==> src/rtl/ntt_ctrl_pkg.sv <==
// ntt_ctrl_pkg
// Shared definitions for the radix-2 NTT stage sequencer:
//   - ctrl_state_t : sequencer FSM states
//   - pipe_depth() : read-to-write distance (RAM read latency + butterfly latency)
//   - bf_addr()    : butterfly operand / twiddle address formula for stage s, butterfly k
package ntt_ctrl_pkg;

  // Widest transform the address helper has to handle (N = 4096).
  localparam int MAX_LOGN = 12;

  typedef enum logic [1:0] {
    ST_IDLE,
    ST_ISSUE,
    ST_DRAIN,
    ST_DONE
  } ctrl_state_t;

  typedef struct packed {
    logic [MAX_LOGN-1:0] addr0;
    logic [MAX_LOGN-1:0] addr1;
    logic [MAX_LOGN-1:0] tw;
  } bf_addr_t;

  function automatic int pipe_depth(input int rd_lat, input int bf_lat);
    return rd_lat + bf_lat;
  endfunction

  // Butterfly k of stage s works on a group of 2m words (m = 2^s).
  // g selects the group and p the position inside the lower half;
  // the twiddle is the p-th power of the 2m-th root, expressed as an
  // index into an N/2-entry ROM of powers of the N-th root.
  function automatic bf_addr_t bf_addr(input logic [3:0]          logn,
                                       input logic [3:0]          s,
                                       input logic [MAX_LOGN-1:0] k);
    logic [MAX_LOGN-1:0] m;
    logic [MAX_LOGN-1:0] g;
    logic [MAX_LOGN-1:0] p;
    bf_addr_t            r;
    m       = MAX_LOGN'(1) << s;
    g       = k >> s;
    p       = k & (m - MAX_LOGN'(1));
    r.addr0 = (g << (s + 4'd1)) | p;
    r.addr1 = r.addr0 + m;
    r.tw    = p << (logn - 4'd1 - s);
    return r;
  endfunction

endpackage

==> src/rtl/ntt_wb_delay.sv <==
// ntt_wb_delay
// Fixed-depth shift register that carries {valid, addr0, addr1} from the
// read side of the butterfly to the write side. Every stage is cleared by
// reset so no stale write can leak out after an abort.
// Ports:
//   clk     in  clock
//   reset   in  synchronous active-high clear of all stages
//   i_din   in  WIDTH  entry pushed every cycle
//   o_dout  out WIDTH  entry pushed DEPTH cycles earlier
module ntt_wb_delay #(
  parameter int DEPTH = 7,
  parameter int WIDTH = 17
) (
  input  logic             clk,
  input  logic             reset,
  input  logic [WIDTH-1:0] i_din,
  output logic [WIDTH-1:0] o_dout
);

  logic [WIDTH-1:0] r_stage [DEPTH];

  always_ff @(posedge clk) begin
    if (reset) begin
      for (int i = 0; i < DEPTH; i++) begin
        r_stage[i] <= '0;
      end
    end else begin
      r_stage[0] <= i_din;
      for (int i = 1; i < DEPTH; i++) begin
        r_stage[i] <= r_stage[i-1];
      end
    end
  end

  assign o_dout = r_stage[DEPTH-1];

endmodule

==> src/rtl/ntt2_stage_sequencer.sv <==
// ntt2_stage_sequencer
// Drives one pipelined modular butterfly through a full in-place radix-2
// DIT NTT (bit-reversed input) of N = 2^LOGN words. One butterfly is issued
// per cycle inside a stage; between stages the pipeline is drained so every
// write of stage s lands before stage s+1 reads anything.
// Ports:
//   clk, reset            clock, synchronous active-high reset
//   start                 begin a transform (only looked at when idle)
//   busy                  transform in progress, including the done cycle
//   done                  one-cycle pulse after the last write
//   stage                 current stage index
//   rd_en                 read strobe for both RAM ports
//   rd_addr0, rd_addr1    even / odd operand addresses
//   tw_addr               twiddle ROM address, aligned with rd_en
//   wr_en                 write strobe for both RAM ports
//   wr_addr0, wr_addr1    destinations of the sum / difference outputs
module ntt2_stage_sequencer
  import ntt_ctrl_pkg::*;
#(
  parameter int LOGN   = 8,
  parameter int BF_LAT = 6,
  parameter int RD_LAT = 1
) (
  input  logic                    clk,
  input  logic                    reset,
  input  logic                    start,
  output logic                    busy,
  output logic                    done,
  output logic [$clog2(LOGN)-1:0] stage,
  output logic                    rd_en,
  output logic [LOGN-1:0]         rd_addr0,
  output logic [LOGN-1:0]         rd_addr1,
  output logic [LOGN-2:0]         tw_addr,
  output logic                    wr_en,
  output logic [LOGN-1:0]         wr_addr0,
  output logic [LOGN-1:0]         wr_addr1
);

  localparam int PIPE = pipe_depth(RD_LAT, BF_LAT);
  localparam int SW   = $clog2(LOGN);
  localparam int KW   = LOGN - 1;
  localparam int DW   = $clog2(PIPE + 1);
  localparam int WBW  = 1 + 2 * LOGN;

  // k counts butterflies inside a stage; N/2-1 is all ones in KW bits.
  localparam logic [KW-1:0] K_LAST = {KW{1'b1}};
  localparam logic [SW-1:0] S_LAST = SW'(LOGN - 1);
  localparam logic [DW-1:0] D_LOAD = DW'(PIPE - 1);

  ctrl_state_t      r_state;
  ctrl_state_t      w_state_nxt;
  logic [SW-1:0]    r_s;
  logic [SW-1:0]    w_s_nxt;
  logic [KW-1:0]    r_k;
  logic [KW-1:0]    w_k_nxt;
  logic [DW-1:0]    r_dcnt;
  logic [DW-1:0]    w_dcnt_nxt;

  logic             w_issue;
  bf_addr_t         w_addr;
  logic [WBW-1:0]   w_wb_in;
  logic [WBW-1:0]   w_wb_out;

  always_ff @(posedge clk) begin
    if (reset) begin
      r_state <= ST_IDLE;
      r_s     <= '0;
      r_k     <= '0;
      r_dcnt  <= '0;
    end else begin
      r_state <= w_state_nxt;
      r_s     <= w_s_nxt;
      r_k     <= w_k_nxt;
      r_dcnt  <= w_dcnt_nxt;
    end
  end

  // The drain counter is loaded with PIPE-1 on the last issue so DRAIN lasts
  // exactly PIPE cycles; the last write of the stage happens in its final cycle.
  always_comb begin
    w_state_nxt = r_state;
    w_s_nxt     = r_s;
    w_k_nxt     = r_k;
    w_dcnt_nxt  = r_dcnt;
    case (r_state)
      ST_IDLE: begin
        if (start) begin
          w_state_nxt = ST_ISSUE;
          w_s_nxt     = '0;
          w_k_nxt     = '0;
        end
      end
      ST_ISSUE: begin
        if (r_k == K_LAST) begin
          w_state_nxt = ST_DRAIN;
          w_k_nxt     = '0;
          w_dcnt_nxt  = D_LOAD;
        end else begin
          w_k_nxt = r_k + 1'b1;
        end
      end
      ST_DRAIN: begin
        if (r_dcnt == '0) begin
          if (r_s == S_LAST) begin
            w_state_nxt = ST_DONE;
          end else begin
            w_state_nxt = ST_ISSUE;
            w_s_nxt     = r_s + 1'b1;
          end
        end else begin
          w_dcnt_nxt = r_dcnt - 1'b1;
        end
      end
      ST_DONE: begin
        w_state_nxt = ST_IDLE;
        w_s_nxt     = '0;
      end
      default: begin
        w_state_nxt = ST_IDLE;
      end
    endcase
  end

  always_comb begin
    w_addr = bf_addr(4'(LOGN), 4'(r_s), MAX_LOGN'(r_k));
  end

  assign w_issue  = (r_state == ST_ISSUE);
  assign busy     = (r_state != ST_IDLE);
  assign done     = (r_state == ST_DONE);
  assign stage    = r_s;
  assign rd_en    = w_issue;

  // Addresses are forced to 0 outside ISSUE so idle outputs (and invalid
  // delay-line entries) are all zero.
  assign rd_addr0 = w_issue ? w_addr.addr0[LOGN-1:0] : '0;
  assign rd_addr1 = w_issue ? w_addr.addr1[LOGN-1:0] : '0;
  assign tw_addr  = w_issue ? w_addr.tw[LOGN-2:0]    : '0;

  assign w_wb_in  = {w_issue, rd_addr0, rd_addr1};

  ntt_wb_delay #(
    .DEPTH (PIPE),
    .WIDTH (WBW)
  ) u_wb_delay (
    .clk    (clk),
    .reset  (reset),
    .i_din  (w_wb_in),
    .o_dout (w_wb_out)
  );

  assign wr_en    = w_wb_out[WBW-1];
  assign wr_addr0 = w_wb_out[2*LOGN-1:LOGN];
  assign wr_addr1 = w_wb_out[LOGN-1:0];

endmodule

==> config.mk <==
export PLATFORM = sky130hd
export DESIGN_NAME = ntt2_stage_sequencer
export DESIGN_NICKNAME = d
export VERILOG_FILES = /design/src/rtl/ntt_ctrl_pkg.sv /design/src/rtl/ntt_wb_delay.sv /design/src/rtl/ntt2_stage_sequencer.sv
export SDC_FILE = /design/constraint.sdc
export NUM_CORES = 1
export LEC_CHECK = 0
export ABC_AREA = 1
export BUFFER_PORTS_ARGS = -buffer_cell sky130_fd_sc_hd__buf_2
export CORE_MARGIN = 1
export CORE_UTILIZATION = 62
export CTS_BUF_LIST = sky130_fd_sc_hd__clkbuf_4
export CTS_CLUSTER_DIAMETER = 50
export DETAILED_ROUTE_END_ITERATION = 10
export PLACE_DENSITY = 0.8
export SKIP_CTS_REPAIR_TIMING = 1
export SYNTH_ARGS = -nofsm -noshare
export SYNTH_HDL_FRONTEND = slang
export SYNTH_SLANG_ARGS = --single-unit
==> constraint.sdc <==
create_clock -name clk -period 9.1 [get_ports clk]
set_input_delay 1.365 -clock clk [delete_from_list [all_inputs] [get_ports clk]]
set_output_delay 1.365 -clock clk [all_outputs]
set_load 0.01 [all_outputs]
Word level (Yosys, flattened, before mapping) --
Memory sizes are Yosys's and may differ from the RTL's. Cells that the tools add are included.
Storage, ports and cells: bits of input ports 3, bits in registers 15, output and inout port bits 46, word-level logic and storage cells 73, RAM bits 119, memories kept 1
Cells by class: bitwise logic cells 9, reductions and logical operators 10, shift-type cells 4, equal/unequal tests 10, add/subtract/negate cells 7, mux-type cells 28
Memory list:
- u_wb_delay.r_stage | depth 7, width 17, read ports 7, clocked after Yosys merged registers in 0, write ports 7, line ntt_wb_delay.sv:20 | logic [WIDTH-1:0] r_stage [DEPTH];
Operators by type and width (number):
- $mux 17 | 7
- $mux 7 | 3
- $mux 8 | 2
- $mux 3 | 5
- $pmux 7 s2 | 1
- $and 7x12->12 | 1
- $shl 1x3->12 const A | 1
- $shl 12x4->7 | 1
- $shl 12x4->8 | 1
- $shr 7x3->12 | 1
- $sub 12x1->12 const B | 1
- $pmux 3 s3 | 1
- $add 8x8->8 | 1
- $mux 2 | 4
- $ne 2x2->1 const B | 4
- $or 8x8->8 | 1
- $pmux 2 s4 | 1
- $add 7x1->7 const B | 1
- $eq 7x7->1 const B | 1
- $or 1x1->1 | 7
- $pmux 3 s2 | 1
- $reduce_and 3->1 | 2
- $reduce_bool 2->1 | 3
- $add 3x1->4 const B | 1
- other kinds (13) | 16

Logic depth before layout (Yosys ltp) --
word-level depth 7, mapped depth 21, gate-level depth less buffers 20

Cells and area by module --
Synthesis repeated with hierarchy kept, for this count alone.
Unflattened totals: cell total of the unflattened synthesis 733, area total of the unflattened synthesis 5639.2 um^2
By module, submodules not included:
- ntt_wb_delay | instances 1, sequential area each 2382.3 um^2, area an instance 3545.9 um^2, cells each 387
- ntt2_stage_sequencer | instances 1, sequential area each 300.3 um^2, area an instance 2093.3 um^2, cells each 346

Worst setup path before layout --
OpenSTA, ideal clock, no wires.
path kind flip-flop to output port, start point register r_s[0] (netlist: stage[0]), end point output rd_addr1[6], setup slack 4495 ps, data arrival time 3240 ps, data required time 7735 ps, stages on the path, launching flop included 21, path buffers 3, cells stage by stage dfxtp_1 inv_2 buf_2 buf_2 ha_1 buf_2 clkinv_1 nand3_1 o21ai_0 ha_1 inv_1 fa_1 nor2_1 o21ai_0 nand2_1 nand2_1 inv_1 o21ai_0 nand2_1 nor2_1 nor3_1
On the way: cells in the longest elaborated chain, start to end 6, elaborated cells between the ends (all ways) 9, classes of those cells add/sub (3); shift (3); mux (1); bitwise (2)
Ends and longest elaborated chain:
- start: declaration | line ntt2_stage_sequencer.sv:52 | logic [SW-1:0] r_s;
- start signal: assignment | line ntt2_stage_sequencer.sv:72 | r_s <= w_s_nxt;
- $shl 1x3->12 | line ntt_ctrl_pkg.sv:39 | m = MAX_LOGN'(1) << s;
- $sub 12x1->12 | line ntt_ctrl_pkg.sv:41 | p = k & (m - MAX_LOGN'(1));
- $and 7x12->12 | line ntt_ctrl_pkg.sv:41
- $or 8x8->8 | line ntt_ctrl_pkg.sv:42 | r.addr0 = (g << (s + 4'd1)) | p;
- $add 8x8->8 * | line ntt_ctrl_pkg.sv:43 | r.addr1 = r.addr0 + m;
- $mux 8 * | line ntt2_stage_sequencer.sv:137 | assign rd_addr1 = w_issue ? w_addr.addr1[LOGN-1:0] : '0;
- end: declaration | line ntt2_stage_sequencer.sv:32 | output logic [LOGN-1:0] rd_addr1,
Mark *: on every way between the ends. The rest lies on a longest branch, timed or not.

Final worst setup path --
Same ends and word-level chain as after synthesis.

==> results.md <==
- R2r setup slk: 4.92 ns
- Synth Instances: 727
- First-pass GRT wire length: 19100 um
- Crit Path Max Fanout: 24
- TNS Setup: 0 ns
- Netlist cell types: 38
- CP Capture Type: primary output
- Post-synth EDFFs: 0
- Vias in the first global route: 4238
- Non-filler cells in the finished layout: 885
- Area growth from synthesis to final layout: 10.8%
- CP Launch Type: flop
- Worst Slack Setup Final: 3.00 ns
- Number of buffers created by CTS: 17
- Synthesized area per cell: 7.42 sq um
- Area leader, netlist: dfxtp_1
- Die Width: 95.3 um
- Final Cell Area: 5980 sq um
- Top cell type's share of synthesized area: 49.7%
- Share of cells above drive strength 1: 11.7%
- DR vias: 4558
- Die Height: 95.3 um
- Critical Path Source: stage[0]$_SDFFE_PP0P_
- Synth Cell Area: 5400 sq um
- Hold path startpoint: u_wb_delay.r_stage[4][15]$_SDFF_PP0_
- CTS clk-pin slew, worst paths: 0.14 ns
- Seq/Total Area, Yosys: 49.7%
- GP Congestion: 0.878
- Clock latency on the worst-skew pair: 0.53 ns
- GRT Overall Usage: 28.3%
- Post-DRT Antenna Nets: 0
- Root buf cell: clkbuf_4
- Largest net degree at the start of global routing: 109
- DP Worst Slack: 3.57 ns
- Initial Util: 64.7%
- Fraction of registers with async set/reset: 0%
- WP data required: 7.74 ns
- Post-Route WL: 12000 um
- Tmin final: 6.10 ns
- CTS tree: yes
- Placed Area: 5650 sq um
- Clock Sinks: 134
- Top cells by area, synth: dfxtp_1 50%, inv_1 10%, nor2_1 9.8%
- Worst EP arrival: 4.74 ns
- Fmax: 0.164 GHz
- Hold Crit Class: flop to flop
- Hold Fails Final Rpt: 0
- Area of the die: 9080 sq um
- Yosys warns: 0
- Placed insts: 853
- # IOs: 49
- Drt initial violations: 288
- Measured slew at the worst slew-check pin: 1.01 ns
- Slew margin rel.: 32.6%
- # diodes: 0
- Port bufs: 48
- Clock skew: 0.0192 ns
- Fin nets: 792
- Worst IR Drop VDD: 0.000132 V
- Top-count cell post-synth: inv_1
- WL per Instance: 13.5 um
- Synth Register Bits: 134
- DP Wirelength: 8070 um
- Vias per cell: 5.15
- Final period utilization: 67.1%
- Max-slew violations: 0
- Max clock buf depth: 2
- Status: finished, final reports clean
- Initial antenna violation count: 0
- Critical path type: flop to primary output
- Static Leakage: 2.72 nW
- Most frequent cells after synthesis: 148 x inv_1, 141 x nor2_1, 134 x dfxtp_1
- Most used DFF post-synth: dfxtp_1
- Worst reg2reg path startpoint: stage[0]$_SDFFE_PP0P_
- Drt pass-1 iters: 5
- Syn nets: 752
- RSZ-0062 raised after global routing: false
- Number of max-cap violations: 0
- Fill cells: 646
- H-Tree Level Count: 4
- DR DRC count: 0
- Core Region: 8340 sq um
- Final setup viols: 0
- Row count: 33
- Total gr overflow: 0
- Power Density: 229 nW/um^2
==> area by class of cell <==
type                            count  area, sq um  area share [%]
Multi-Input combinational cell    411         2010            33.6
Sequential cell                   134         2680            44.9
Clock inverter                     15          203            3.39
Tap cell                          105          131            2.20
Inverter                          154          578            9.67
Timing Repair Buffer               49          250            4.18
Clock buffer                       17          128            2.13
==> state kept, by name (all words and copies together), names as in the netlist <==
name / flops
u_wb_delay.r_stage: 119
r_dcnt: 3
r_k: 7
stage: 3
r_state: 2
==> layout by cell type (no fill, tap or decap), types with 3 or more instances in the layout <==
cell and count:
a31oi_1 6, inv_1 148, nor2_1 141, clkbuf_4 17, o22ai_1 3, a21oi_1 27
a211oi_1 3, nor3_1 9, buf_2 47, inv_2 5, nand2_1 105, o21ai_0 15
ha_1 21, nand3_1 54, inv_6 3, inv_8 6, nor4_1 5, dfxtp_1 134
==> path summary, 6_finish.rpt <==
path / end / depth (start not counted)
max: rd_addr1[6] / 17
min: u_wb_delay.r_stage[5][15]$_SDFF_PP0_ / 2
max reg2reg: u_wb_delay.r_stage[0][6]$_SDFF_PP0_ / 16
min reg2reg: u_wb_delay.r_stage[5][15]$_SDFF_PP0_ / 2
==> where the power goes <==
group	leakage (nW)	switching, mW	internal [mW]
clock	0.174	0.260	0.181
combinational	1.46	0.201	0.0886
sequential	1.08	0.0226	0.612
==> metal layers <==
metal	track usage [%]	wire length, um
met1	32.8	5020
met2	47.9	5850
met3	7.10	823
met4	14.6	279
met5	0	0
==> kinds of logic after synthesis <==
kind of cell	Yosys count	share of synthesized area, %
and+or+nand+nor	323	24.7
buffers and inverters	182	13.1
DFF	134	49.7
AOI/OAI and AO/OA	61	6.35
adders and majority gates	22	5.24
xor gates and xnor gates	3	0.487
muxes	2	0.371
==> through the flow <==
step / hold slack, ns / utilization, % / power, mW
floorplan: 0.388 / - / 0.853
global placement: 0.389 / 67.7 / 0.915
detailed placement: 0.392 / 67.7 / 0.932
CTS: 0.404 / 71.7 / 1.37
global route: 0.401 / 71.7 / 1.44
finish: 0.394 / 71.7 / 1.37
==> critical path, stage by stage, from the launching register on <==
cell and delay (ns):
dfxtp_1 0.90, inv_2 0.39, ha_1 0.53, clkinv_1 0.20, nand3_1 0.12, o21ai_0 0.26, ha_1 0.19, inv_1 0.06
fa_1 0.39, nor2_1 0.20, o21ai_0 0.13, nand2_1 0.09, nand2_1 0.05, inv_1 0.09, o21ai_0 0.10, a21boi_0 0.27
nor3_1 0.08, buf_2 0.17
(Power assumes the default switching activity.)
